===== config.mk =====
export PLATFORM = sky130hd
export DESIGN_NAME = decimator
export DESIGN_NICKNAME = d
export VERILOG_FILES = /design/src/rtl/decimator.sv
export SDC_FILE = /design/constraint.sdc
export NUM_CORES = 1
export LEC_CHECK = 0
export CORE_MARGIN = 8
export CORE_UTILIZATION = 40
export DETAILED_ROUTE_END_ITERATION = 6
export GPL_TIMING_DRIVEN = 0
export PLACE_DENSITY = 0.75
export SYNTH_ARGS = -nofsm -noshare
export SYNTH_HDL_FRONTEND = slang
export SYNTH_SLANG_ARGS = --single-unit

===== constraint.sdc =====
create_clock -name clk -period 1.7 [get_ports clk]
set_clock_uncertainty 0.15 [all_clocks]
set_input_delay 0.34 -clock clk [delete_from_list [all_inputs] [get_ports clk]]
set_output_delay 0.34 -clock clk [all_outputs]
set_load 0.01 [all_outputs]

===== src/rtl/decimator.sv =====
`default_nettype none
// ============================================================================
// Module      : decimator
// Description : Integer downsampler. Keeps the last sample of every group of
//               DECIMATION_FACTOR accepted inputs and presents it on a
//               single-entry valid/ready output register. No filtering.
// Revision    : 1.0 - initial release
// ============================================================================
module decimator #(
    parameter int WORD_LENGTH_BITS  = 12,
    parameter int DECIMATION_FACTOR = 5
) (
    input  logic                        clk,
    input  logic                        rst,        // asynchronous, active-low
    input  logic [WORD_LENGTH_BITS-1:0] in,
    input  logic                        in_valid,
    output logic [WORD_LENGTH_BITS-1:0] out,
    output logic                        out_valid,
    input  logic                        out_ready
);

    // Phase counter needs at least one bit even when every input is kept.
    localparam int PHASE_W = (DECIMATION_FACTOR > 1) ? $clog2(DECIMATION_FACTOR) : 1;
    localparam logic [PHASE_W-1:0] PHASE_LAST = PHASE_W'(DECIMATION_FACTOR - 1);

    logic [PHASE_W-1:0] phase;
    logic               keep_sample;

    // An accepted input that closes a group is the one forwarded downstream.
    always_comb begin
        keep_sample = in_valid && (phase == PHASE_LAST);
    end

    // Phase counter: counts accepted inputs modulo the decimation factor.
    always_ff @(posedge clk or negedge rst) begin
        if (!rst) begin
            phase <= '0;
        end else if (in_valid) begin
            if (phase == PHASE_LAST) begin
                phase <= '0;
            end else begin
                phase <= phase + 1'b1;
            end
        end
    end

    // Output data register: overwritten by each kept sample, never cleared
    // on consumption so the last value remains visible.
    always_ff @(posedge clk or negedge rst) begin
        if (!rst) begin
            out <= '0;
        end else if (keep_sample) begin
            out <= in;
        end
    end

    // Output valid flag: a new kept sample wins over a simultaneous consume,
    // and an unconsumed sample is silently replaced on overrun.
    always_ff @(posedge clk or negedge rst) begin
        if (!rst) begin
            out_valid <= 1'b0;
        end else if (keep_sample) begin
            out_valid <= 1'b1;
        end else if (out_valid && out_ready) begin
            out_valid <= 1'b0;
        end
    end

endmodule
`default_nettype wire


# ---- Yosys cells after proc, flatten, opt, wreduce, memory -nomap -nowiden
# Cells that the tools add are included.
dict set report word_totals {
  word_cells 11
  in_bits 16
  regBits 16
  output_inout_bits 13
}
dict set report op_classes {
  n_mux 3
  n_reduce_logical 3
  n_eq_ne 1
  n_addsub 1
}
# op n
set op_table {}
lappend op_table {{adder 3 x 1 -> 3 bit (second input constant)} 1}
lappend op_table {{equality test 3 bit (second input constant)} 1}
lappend op_table {{two-way mux 3 bit} 1}
lappend op_table {{logical AND 1 bit} 2}
lappend op_table {{two-way mux 1 bit} 2}
lappend op_table {{nonzero test 2 bit} 1}

# ---- Logic depth before layout (Yosys ltp)
dict set report logic_depth {
  depth_word 3
  depth_mapped 5
  ltp_nobuf 4
}

# ---- Worst setup path after synthesis
# No wires, ideal clock.
dict set report synth_path {
  path_type {reg-to-reg}
  start {register phase[0]}
  end {register out[0]}
  path_slack_ns 0.249
  setup_time_ns 0.125
  arrival_time_ns 1.176
  t_required_ns 1.425
  stages_incl_launch_ff 6
  path_buffers 1
  synth_period_minus_slack_ns 1.451
  path_cell_list {dfrtp_1 inv_1 ha_1 nand3_4 buf_6 mux2_4}
}
dict set report synth_via {
  elab_chain_cells 2
}
# item line
set synth_rtl {}
lappend synth_rtl {{start: declaration} 26} ;# logic [PHASE_W-1:0] phase;
lappend synth_rtl {{start signal: assignment} 42} ;# phase <= phase + 1'b1;
lappend synth_rtl {{equality test 3 bit} 31} ;# keep_sample = in_valid && (phase == PHASE_LAST);
lappend synth_rtl {{logical AND 1 bit} 31}
lappend synth_rtl {{end signal: assignment} 53} ;# out <= in;
lappend synth_rtl {{end: declaration} 17} ;# output logic [WORD_LENGTH_BITS-1:0] out,
# Every way passes these cells.
# A chain may end at the register's enable or synchronous reset.

# ---- Final worst setup path
dict set report layout_path {
  start {register out_valid}
  end {output port out_valid}
}
# item line
set layout_lines {}
lappend layout_lines {{start: declaration} 18} ;# output logic out_valid,
lappend layout_lines {{start signal: assignment} 61} ;# out_valid <= 1'b0;
lappend layout_lines {{start signal: assignment} 63} ;# out_valid <= 1'b1;
lappend layout_lines {{start signal: assignment} 65} ;# out_valid <= 1'b0;
# No word-level cell between the ends.

==> impl_metrics.json <==
{
  "coreArea_sq_um": 1670,
  "yosys_warnings": 0,
  "syn_inst": 45,
  "peakVddDrop_v": 0.000779,
  "cts_resized": 1,
  "drt-initial-drc-count": 6,
  "path_cells": "clkdlybuf4s50_1",
  "ys_types": 15,
  "path_clk_slew_ns": 0.09,
  "vias_per_cell": 4.85,
  "initial_core_util": 0.416,
  "slowest_delay_ns": 0.54,
  "grt_overflow": 0,
  "fp-row-count": 15,
  "synth_area_leader_cell": "dfrtp_1",
  "fp.dieH_um": 57.7,
  "antenna_found_initial": 0,
  "syn_nets": 63,
  "n_fill_cell": 150,
  "cts_root_buf": "clkbuf_4",
  "port_buffers": 28,
  "hpwlAfterDp_mm": 1.24,
  "final_nets": 96,
  "syn_to_final_growth_pct": 49.4,
  "regArea_sq_um": 400,
  "synth_area_sq_um": 694,
  "drc": 0,
  "cts_tree": "built",
  "numClockSinks": 16,
  "max_freq_mhz": 603,
  "dr_total_vias": 451,
  "place_ws_ns": -0.164,
  "finalSetupViolCount": 0,
  "synthTopCellsByArea": "dfrtp_1 (58%), mux2_4 (19%), mux2_2 (4.9%), ha_1 (3.6%), nand3_4 (2.5%)",
  "end_kind": "output port",
  "synth_top_area_share": 0.577,
  "grt_pass1_vias": 520,
  "grt_max_degree": 17,
  "die_x_um": 57.7,
  "final_hold_viol_count": 0,
  "h-tree-depth": 1,
  "ant_nets": 0,
  "cap_violations": 0,
  "grtUsageTotal": 0.0995,
  "rsz0062_at_grt": "no",
  "hp-class": "input pin to asynchronous set/reset pin",
  "ios": 29,
  "leakagePower_nw": 0.564,
  "numCtsBuffers": 3,
  "slowest_stage": "clkdlybuf4s50_1",
  "finalSetupTns_ns": 0,
  "tightest_slew_ns": 0.722,
  "grt_pass1_wl_mm": 2.55,
  "worst-path-buf-inv": 1,
  "worstPathArrival_ns": 1.17,
  "first_pass_iters": 4,
  "clk_latency_ns": 0.27,
  "ys_ff_latch": 16,
  "cts_buffer_depth": 2,
  "path_class": "flip-flop to output port",
  "ys_seq_area_frac": 0.577,
  "wl_per_cell_um": 16.5,
  "power_mw": 1.60,
  "instances_no_fill": 93,
  "cellPowerDensity_nw_per_um2": 1550,
  "drive_gt1_frac": 0.224,
  "multiInputGateArea_sq_um": 272,
  "cp-start-kind": "flip-flop",
  "wirelength_mm": 1.54,
  "critPathRequiredTime_ns": 1.21,
  "setup_slack_ns": 0.0424,
  "cts_setup_buffers": 0,
  "die-area_sq_um": 3330,
  "fin_crit_ns": 1.66,
  "routabilityCongestion": 0.643,
  "fin_crit_sh": 0.975,
  "cp_max_fo": 2,
  "status": "completed",
  "crit_family": "buffers and inverters",
  "finalMaxSlewViolations": 0,
  "max_slew_margin": 0.517,
  "ctsHoldBuffers": 0,
  "diodes": 0,
  "syn_avg_cell_area_sq_um": 15.4,
  "dp_cells": 90
}
cell usage after synthesis, drive strengths merged:
cell / n
mux2: 12
ha: 2
buf: 1
dfrtp: 16
inv: 3
o21ai: 3
or2b: 1
and2: 1
nor2b: 1
nand3: 1
nand2: 1
o22ai: 1
a22o: 1
nand2b: 1
logic make-up (layout without fill, tap and decap cells):
family / count (synthesis) / after routing / share of synthesized area
mux: 12 / 12 / 0.243
compound gates: 5 / 5 / 0.0432
buf+inv: 4 / 35 / 0.0324
flops: 16 / 16 / 0.577
fa+ha+maj: 2 / 2 / 0.0360
simple gates: 6 / 6 / 0.0685
state kept, by name, summed over array words and instances, names as in the netlist:
signal     cells
phase          3
out           12
out_valid      1
layout by cell type, fill, tap and decap left out, types with 2 or more instances in the layout:
cell             count
clkbuf_4             3
clkdlybuf4s50_1     19
dfrtp_1             16
dlymetal6s2s_1       8
ha_1                 2
inv_1                3
mux2_2               3
mux2_4               9
o21ai_0              3
through the flow:
stage	area, sq um	util	hold WS, ns
floorplan	694	-	-0.106
global placement	996	0.596	0.339
detailed placement	996	0.596	0.346
CTS	1020	0.609	0.366
global route	1040	0.621	0.382
finish	1040	0.621	0.340
where the power goes:
part | internal [mW] | switching (mW) | total (mW)
clock network | 0.0819 | 0.111 | 0.193
logic | 0.483 | 0.265 | 0.748
registers | 0.558 | 0.104 | 0.663
layer usage:
metal / GRT usage / up-vias / share of wire
met1: 0.107 / 221 / 0.40
li1: - / 217 / -
met3: 0.0309 / 2 / 0.038
met5: 0 / - / 0
met2: 0.175 / 11 / 0.55
met4: 0.0420 / 0 / 0.014
final cells by class:
type | count | area share
clock buffers | 3 | 0.0217
repair buffers | 28 | 0.288
multi-input cells | 25 | 0.262
well taps | 17 | 0.0205
plain buffers | 1 | 0.0109
flip-flops and latches | 16 | 0.386
inverters | 3 | 0.0109
path summary, 6_finish.rpt:
path / startpoint / to / slack, ns / cells past startpoint
worst max-delay path: out_valid / out_valid / 0.04 / 1
worst min-delay path: rst / out_valid / 0.34 / 1
worst min register to register: out[11] / out[11] / 0.36 / 1
worst max register to register: phase[0] / out[0] / 0.13 / 5
max in group asynchronous: rst / out[4] / 0.61 / 1
min in group clk: out[11] / out[11] / 0.36 / 1
No activity file was read; power rests on OpenSTA's default activity.
